[src/rtl/fetch_stage_pkg.sv]
// Shared types and constants for the MIPS instruction fetch stage:
// FSM state encoding, reset PC default and instruction field positions.
package fetch_stage_pkg;

  localparam logic [31:0] PC_RESET_DEFAULT = 32'h0040_0000;

  localparam int unsigned OPCODE_MSB = 31;
  localparam int unsigned OPCODE_LSB = 26;
  localparam int unsigned RS_MSB     = 25;
  localparam int unsigned RS_LSB     = 21;
  localparam int unsigned RT_MSB     = 20;
  localparam int unsigned RT_LSB     = 16;
  localparam int unsigned RD_MSB     = 15;
  localparam int unsigned RD_LSB     = 11;
  localparam int unsigned FUNCT_MSB  = 5;
  localparam int unsigned FUNCT_LSB  = 0;
  localparam int unsigned IMM_MSB    = 15;
  localparam int unsigned IMM_LSB    = 0;

  typedef enum logic [1:0] {
    ST_IDLE  = 2'd0,
    ST_FETCH = 2'd1,
    ST_HOLD  = 2'd2,
    ST_DRAIN = 2'd3
  } fetch_state_e;

  typedef struct packed {
    logic [31:0] pc;
    logic [31:0] inst;
  } fetch_entry_t;

  function automatic logic [31:0] word_align(input logic [31:0] addr);
    return addr & 32'hFFFF_FFFC;
  endfunction

endpackage

[src/rtl/fetch_stage_if_id_reg.sv]
// IF/ID pipeline register holding {valid, pc, inst}. Flush clears only the
// valid bit; load captures a new entry; neither means hold.
module fetch_stage_if_id_reg
  import fetch_stage_pkg::*;
(
  input  logic         clock,
  input  logic         reset,
  input  logic         flush_i,
  input  logic         load_i,
  input  fetch_entry_t entry_i,
  output logic         valid_o,
  output fetch_entry_t entry_o
);

  logic         valid_q;
  fetch_entry_t entry_q;

  // NOTE: state registers use non-blocking assignments so every flop samples
  // pre-edge values regardless of block evaluation order.
  always_ff @(posedge clock or posedge reset) begin
    if (reset) begin
      valid_q <= 1'b0;
      entry_q <= '0;
    end else if (flush_i) begin
      valid_q <= 1'b0;
    end else if (load_i) begin
      valid_q <= 1'b1;
      entry_q <= entry_i;
    end
  end

  assign valid_o = valid_q;
  assign entry_o = entry_q;

endmodule

[src/rtl/fetch_stage.sv]
// MIPS instruction fetch stage: PC/FSM driving the imem handshake, a one-entry
// skid buffer across decode stalls, branch flush, and the IF/ID field split.
module fetch_stage
  import fetch_stage_pkg::*;
#(
  parameter logic [31:0] PC_RESET = PC_RESET_DEFAULT
) (
  input  logic        clock,
  input  logic        reset,
  output logic        imem_req,
  output logic [31:0] imem_addr,
  input  logic        imem_valid,
  input  logic [31:0] imem_rdata,
  input  logic        stall,
  input  logic        branch_taken,
  input  logic [31:0] branch_target,
  output logic        id_valid,
  output logic [31:0] id_pc,
  output logic [31:0] id_pc4,
  output logic [31:0] id_inst,
  output logic [5:0]  id_opcode,
  output logic [4:0]  id_rs,
  output logic [4:0]  id_rt,
  output logic [4:0]  id_rd,
  output logic [5:0]  id_funct,
  output logic [15:0] id_imm16
);

  fetch_state_e state_q, state_d;
  logic [31:0]  pc_q, pc_d;
  logic [31:0]  drain_addr_q, drain_addr_d;
  fetch_entry_t buf_q, buf_d;

  logic         ifid_load, ifid_flush;
  fetch_entry_t ifid_entry, id_entry;
  logic [31:0]  target_aligned, pc_plus4;

  assign target_aligned = word_align(branch_target);
  assign pc_plus4       = pc_q + 32'd4;

  // NOTE: every signal written here gets a default first, so no path through
  // the case statement can leave one unassigned and infer a latch.
  always_comb begin
    state_d      = state_q;
    pc_d         = pc_q;
    drain_addr_d = drain_addr_q;
    buf_d        = buf_q;
    ifid_load    = 1'b0;
    ifid_flush   = 1'b0;
    ifid_entry   = '{pc: pc_q, inst: imem_rdata};

    unique case (state_q)
      ST_IDLE: state_d = ST_FETCH;

      ST_FETCH: begin
        if (branch_taken) begin
          pc_d       = target_aligned;
          ifid_flush = 1'b1;
          // Without a response this cycle the old request is still open and
          // its address must stay on the bus until it completes.
          if (!imem_valid) begin
            drain_addr_d = pc_q;
            state_d      = ST_DRAIN;
          end
        end else if (imem_valid) begin
          pc_d = pc_plus4;
          if (stall) begin
            buf_d   = '{pc: pc_q, inst: imem_rdata};
            state_d = ST_HOLD;
          end else begin
            ifid_load = 1'b1;
          end
        end else if (!stall) begin
          ifid_flush = 1'b1;
        end
      end

      ST_HOLD: begin
        if (branch_taken) begin
          pc_d       = target_aligned;
          ifid_flush = 1'b1;
          state_d    = ST_FETCH;
        end else if (!stall) begin
          ifid_entry = buf_q;
          ifid_load  = 1'b1;
          state_d    = ST_FETCH;
        end
      end

      ST_DRAIN: begin
        if (branch_taken) pc_d = target_aligned;
        if (imem_valid)   state_d = ST_FETCH;
      end

      default: state_d = ST_IDLE;
    endcase
  end

  // NOTE: the skid buffer is reset even though its validity lives in the FSM
  // state; it is a single entry, and a known value keeps reset behaviour clean.
  always_ff @(posedge clock or posedge reset) begin
    if (reset) begin
      state_q      <= ST_IDLE;
      pc_q         <= PC_RESET;
      drain_addr_q <= '0;
      buf_q        <= '0;
    end else begin
      state_q      <= state_d;
      pc_q         <= pc_d;
      drain_addr_q <= drain_addr_d;
      buf_q        <= buf_d;
    end
  end

  assign imem_req  = (state_q == ST_FETCH) || (state_q == ST_DRAIN);
  assign imem_addr = (state_q == ST_DRAIN) ? drain_addr_q : pc_q;

  fetch_stage_if_id_reg u_if_id_reg (
    .clock   (clock),
    .reset   (reset),
    .flush_i (ifid_flush),
    .load_i  (ifid_load),
    .entry_i (ifid_entry),
    .valid_o (id_valid),
    .entry_o (id_entry)
  );

  assign id_pc     = id_entry.pc;
  assign id_inst   = id_entry.inst;
  assign id_pc4    = id_entry.pc + 32'd4;
  assign id_opcode = id_inst[OPCODE_MSB:OPCODE_LSB];
  assign id_rs     = id_inst[RS_MSB:RS_LSB];
  assign id_rt     = id_inst[RT_MSB:RT_LSB];
  assign id_rd     = id_inst[RD_MSB:RD_LSB];
  assign id_funct  = id_inst[FUNCT_MSB:FUNCT_LSB];
  assign id_imm16  = id_inst[IMM_MSB:IMM_LSB];

endmodule

[config.mk]
export PLATFORM = sky130hd
export DESIGN_NAME = fetch_stage
export DESIGN_NICKNAME = d
export VERILOG_FILES = /design/src/rtl/fetch_stage_pkg.sv /design/src/rtl/fetch_stage_if_id_reg.sv /design/src/rtl/fetch_stage.sv
export SDC_FILE = /design/constraint.sdc
export NUM_CORES = 1
export LEC_CHECK = 0
export ABC_AREA = 0
export CORE_MARGIN = 2
export CORE_UTILIZATION = 50
export DETAILED_ROUTE_END_ITERATION = 8
export PLACE_DENSITY = 0.77
export SLEW_MARGIN = 20
export SYNTH_ARGS = -nofsm -noshare
export SYNTH_HDL_FRONTEND = slang
export SYNTH_SLANG_ARGS = --single-unit
[constraint.sdc]
create_clock -name clock -period 7.8 [get_ports clock]
set_input_delay 1.17 -clock clock [delete_from_list [all_inputs] [get_ports clock]]
set_output_delay 1.17 -clock clock [all_outputs]
set_load 0.02 [all_outputs]
==> qor.yml, run 1 <==
fin_crit_ns: 4.44
die_w_um: 144
ys_ff_latch: 191
status: "finished clean"
gp_congestion: 0.879
synth_ff_type: "dfrtp_1"
wl_per_cell_um: 17.3
dp_cells: 1332
drv_cap: 0
yosys.area.top_type_share: 0.484
io_pins: 242
cts_root_buffer: "clkbuf_16"
grtUsageTotal: 0.230
power_leakage_nw: 5.03
via_per_inst: 5.51
postCtsHoldBufs: 0
synth_common_cells: "dfrtp_1, nand2_1, mux2_2"
worstSkewPairLatency_ns: 0.43
yosysWarnings: 0
p_per_area_mw_per_mm2: 447
cts.clk_slew.worst_paths_ns: 0.07
max_stage_delay_ns: 0.74
clock_path_buffers: 2
synthCells: 933
vias: 7539
area_growth_pct: 28.0
ctsResizeCount: 0
drc_errors: 0
grt_max_degree: 129
synth-xor-area-share: 0.0250
antenna_left: 0
synth_simple_gate_area_frac: 0.116
synth_edf_count: 0
period_share: 0.569
path_buf_inv: 1
worstPathArrival_ns: 3.27
cp_max_fo: 9
skew_ns: 0.00607
port_buffers: 237
end_kind: "output pin"
rsz0062_at_grt: "false"
antenna_found_initial: 1
synth-compound-area-share: 0.105
cts-buffers-inserted: 17
initial_core_util: 0.507
stdcell_count: 1367
seq_area_frac_synth: 0.487
relSlewSlack: 0.338
dpl.hpwl_um: 16000
setup_viol: 0
firstDrtPassIters: 5
grt_pass1_wl_um: 37400
yosys.area.top_type: "dfrtp_1"
rrSetupSlack_ns: 5.02
clock_sinks: 191
synth_fa_ha_area_frac: 0.00637
crit_family: "simple AND/OR/NAND/NOR gates"
grt_overflow: 0
htree_levels: 4
drive_gt1_frac: 0.150
synth_top_family_by_area: "multiplexers"
setup_tns_ns: 0
coreArea_mm2: 0.0194
worstPathRequired_ns: 6.63
synthTopCellsByArea: "dfrtp_1, mux2_2, mux2i_1"
crit_type: "flip-flop to output pin"
num_rows: 51
hold_class: "flip-flop to flip-flop"
drt-total-wl_um: 23600
path_cells: "ha_1, nand4_1, nor4_2, nand3_1, xnor2_1, clkdlybuf4s50_1"
synth.avg_cell_area_um2: 10.5
grt_pass1_vias: 7032
ys_async_sr_fraction: 1.00
dieArea_mm2: 0.0208
fmax_ghz: 0.225
postCtsSetupRepairBufs: 0
final_nets: 1161
initialDrtViolationCount: 437
worstMarginPinSlew_ns: 0.993
hold_viol: 0
muxShareOfSynthArea: 0.188
syn_area_mm2: 0.00983
total_power_mw: 5.62
slowest_stage: "nor4_2"
drv_slew: 0
cts_tree: "yes"
max-vdd-ir-drop_uv: 263
ys_types: 57
die_y_um: 144
yosysMostFrequentCell: "dfrtp_1"
start_kind: "flip-flop"
## flip-flops by register name (all words and copies together), names as in the netlist
name	flops
u_if_id_reg.valid_o	1
buf_q	64
drain_addr_q	30
pc_q	30
state_q	2
u_if_id_reg.entry_o	64
## worst reg2reg max path, cell delays in order (launching register included)
cell	delay, ns
dfrtp_1	0.42
ha_1	0.39
buf_4	0.33
nor3_4	0.14
buf_4	0.50
nand2_1	0.26
or4_1	0.52
o211a_1	0.12
## per-stage QoR
step / hold WS [ns] / worst slack, ns / util / instance area (µm²)
finish: 0.481 / 3.36 / 0.649 / 12600
detailed placement: 0.470 / 3.74 / 0.617 / 12000
global placement: 0.462 / 3.78 / 0.617 / 12000
global route: 0.514 / 3.10 / 0.648 / 12600
floorplan: 0.450 / 1.43 / - / 9830
CTS: 0.485 / 3.26 / 0.646 / 12500
## layer usage
| layer | global-route usage | vias up | part of all wire |
|---|---|---|---|
| met4 | 0.0726 | 0 | 0.016 |
| met2 | 0.368 | 345 | 0.47 |
| met3 | 0.0440 | 33 | 0.068 |
| met1 | 0.318 | 3590 | 0.44 |
| met5 | 0 | - | 0 |
| li1 | - | 3571 | - |
## area by class of cell
cell class              instances  area (µm²)
diodes                          2        5.00
clock buffers                  20         437
repair buffers                246        2460
clock inverters                12         134
well taps                     265         332
multi-input cells             621        4390
fillers                      1618        6820
flip-flops and latches        191        4780
inverters                      10        45.0
## path summary, 6_finish.rpt
kind	depth (start not counted)	from	end
min	2	drain_addr_q[26]	drain_addr_q[26]
max reg2reg	7	state_q[0]	pc_q[25]
min reg2reg	2	drain_addr_q[26]	drain_addr_q[26]
max	6	u_if_id_reg.entry_o[34]	id_pc4[18]
min in group asynchronous	2	reset	u_if_id_reg.entry_o[6]
max in group asynchronous	3	reset	buf_q[23]
## cells in the final DEF (no fill, tap or decap), types with 4 or more instances in the layout
cell / netlist / final
nor4_1: 4 / 4
dfrtp_1: 190 / 190
ha_1: 5 / 5
mux2_2: 111 / 111
clkbuf_16: 0 / 17
nor2_1: 26 / 26
nand2_1: 120 / 119
and3_1: 9 / 9
nand3_1: 28 / 27
inv_6: 0 / 4
a21oi_1: 38 / 38
o22ai_1: 12 / 12
xor2_1: 4 / 4
o22a_1: 6 / 6
xnor2_1: 24 / 24
nand4_1: 22 / 22
and4_1: 5 / 5
mux2i_1: 60 / 60
buf_4: 54 / 8
a2bb2oi_1: 9 / 9
nor3_1: 6 / 5
clkdlybuf4s50_1: 0 / 237
inv_1: 10 / 9
o21ai_0: 88 / 88
## power by group
part	internal (mW)	leakage [nW]	switching, mW
sequential	1.46	2.30	0.494
combinational	1.40	2.46	1.40
clock	0.476	0.276	0.383
total	3.34	5.03	2.28
## cells by family after synthesis
| family | count (synthesis) |
|---|---|
| adders and majority gates | 5 |
| xor gates and xnor gates | 28 |
| other | 1 |
| AOI/OAI and AO/OA | 177 |
| buffers and inverters | 122 |
| and+or+nand+nor | 238 |
| DFF | 191 |
| muxes | 171 |
(Power assumes the default switching activity.)
==> run 2, diff against run 1 <==
- CORE_UTILIZATION: 50 -> 45
- PLACE_DENSITY: 0.77 -> 0.73
- clock period: 7.8 -> 3.9 ns (I/O delays scaled with it)
==> run 2 against run 1 <==
Against the previous run: total power rose by 99%; die area rose by 11%; first-iteration DRC count rose by 15%; register-to-register slack got worse by 3.6 ns; sequential power rose by 99%.
==> qor.yml, run 2 (synthesis results as in run 1) <==
p_per_area_mw_per_mm2: 883  # +98%
port_buffers: 237  # unchanged
grtUsageTotal: 0.206  # -0.0233
status: "finished clean"
io_pins: 242  # unchanged
area_growth_pct: 28.8
drive_gt1_frac: 0.156  # +0.00628
final_nets: 1168  # +0.60%
antenna_left: 0  # unchanged
vias: 7477  # -0.82%
num_rows: 54  # +5.9%
drt-total-wl_um: 23500  # -0.67%
wl_per_cell_um: 16.9  # -2.1%
htree_levels: 4  # unchanged
grt_max_degree: 91  # -29%
antenna_found_initial: 1  # unchanged
crit_family: "buffers and inverters"
slowest_stage: "clkdlybuf4s50_1"
dp_cells: 1355  # +1.7%
hold_viol: 0  # unchanged
max-vdd-ir-drop_uv: 476  # +81%
grt_pass1_wl_um: 37200  # -0.39%
die_w_um: 152  # +5.3%
relSlewSlack: 0.483  # +0.145
fin_crit_ns: 3.42
via_per_inst: 5.39  # -2.3%
total_power_mw: 11.2  # +99%
clock_path_buffers: 2  # unchanged
final_core_util: 0.585  # -0.0631
initial_core_util: 0.454  # -0.0521
crit_path_start: "u_if_id_reg.entry_o[37]"
grt_overflow: 0  # unchanged
grt_pass1_vias: 7096  # +0.91%
initialDrtViolationCount: 502  # +15%
cts-buffers-inserted: 17  # unchanged
fillerInstances: 1817  # +12%
path_buf_inv: 2  # +1
antenna_cells: 0  # -2
final_area_mm2: 0.0127  # +0.62%
crit_type: "flip-flop to output pin"
hold_class: "input port to async pin"
power_leakage_nw: 5.08  # +0.91%
ctsResizeCount: 0  # unchanged
setup_viol: 0  # unchanged
worstPathRequired_ns: 3.31  # -3.32 ns
drc_errors: 0  # unchanged
cp_common_cell: "nand3_1"
fmax_ghz: 0.292
fin_ws_ns: 0.477  # -2.89 ns
cts_root_buffer: "clkbuf_16"
worstMarginPinSlew_ns: 0.773  # -0.221 ns
clock_sinks: 191  # unchanged
rrSetupSlack_ns: 1.37  # -3.65 ns
regToRegStartpoint: "state_q[1]"
rsz0062_at_grt: "false"
firstDrtPassIters: 5  # unchanged
end_kind: "output pin"
worstSkewPairLatency_ns: 0.43  # about the same
start_kind: "flip-flop"
setup_tns_ns: 0  # unchanged
cp_max_fo: 8  # -1
cts.clk_slew.worst_paths_ns: 0.07  # about the same
period_share: 0.878
postCtsSetupRepairBufs: 0  # unchanged
max_stage_delay_ns: 0.66  # -0.08 ns
dieArea_mm2: 0.0230  # +11%
drv_slew: 0  # unchanged
multi_input_area_mm2: 0.00437  # -0.31%
hold_ws_ns: 0.467  # -0.0146 ns
final_cell_mix: "clkdlybuf4s50_1, dfrtp_1, nand2_1"
dpl.hpwl_um: 16500  # +3.2%
pre_cts_ws_ns: 0.700  # -3.04 ns
path_cells: "and4_1, nand3_1, nor3_1, buf_4, nand3_1, xnor2_1, clkdlybuf4s50_1"
seq_area_mm2: 0.00478  # unchanged
gp_congestion: 0.874  # -0.55%
layout_commonest_cell: "clkdlybuf4s50_1"
postPlaceCellArea_mm2: 0.0121  # +1.2%
cts_tree: "yes"
die_y_um: 152  # +5.3%
skew_ns: 0.0102  # +0.00415 ns
worstPathArrival_ns: 2.84  # -0.43 ns
postCtsHoldBufs: 0  # unchanged
coreArea_mm2: 0.0216  # +11%
stdcell_count: 1387  # +1.5%
drv_cap: 0  # unchanged
## run 2: metal layers
layer  vias up  share of wire  GRT usage
met1      3617           0.45      0.282
met4         2         0.0061     0.0431
met3        16          0.068     0.0479
met5         -        0.00055          0
li1       3592              -          -
met2       250           0.47      0.338
## run 2: area by class of cell
| type | instances | area share |
|---|---|---|
| clock inverters | 12 | 0.00791 |
| flip-flops and latches | 191 | 0.378 |
| inverters | 10 | 0.00326 |
| well taps | 280 | 0.0277 |
| repair buffers | 253 | 0.202 |
| clock buffers | 20 | 0.0361 |
| multi-input cells | 621 | 0.346 |
## run 2: final timing paths
check / to / depth (start not counted)
max: id_pc4[31] / 7
min: u_if_id_reg.entry_o[27] / 2
max reg2reg: pc_q[30] / 8
min reg2reg: drain_addr_q[21] / 2
max in group asynchronous: drain_addr_q[17] / 3
min in group clock: drain_addr_q[21] / 2
## run 2: power breakdown
part / leakage (nW) / switching, mW / internal [mW] / total [mW]
clock network: 0.272 / 0.778 / 0.868 / 1.65
registers: 2.30 / 0.974 / 2.93 / 3.90
logic: 2.51 / 2.80 / 2.83 / 5.63
total: 5.08 / 4.55 / 6.63 / 11.2
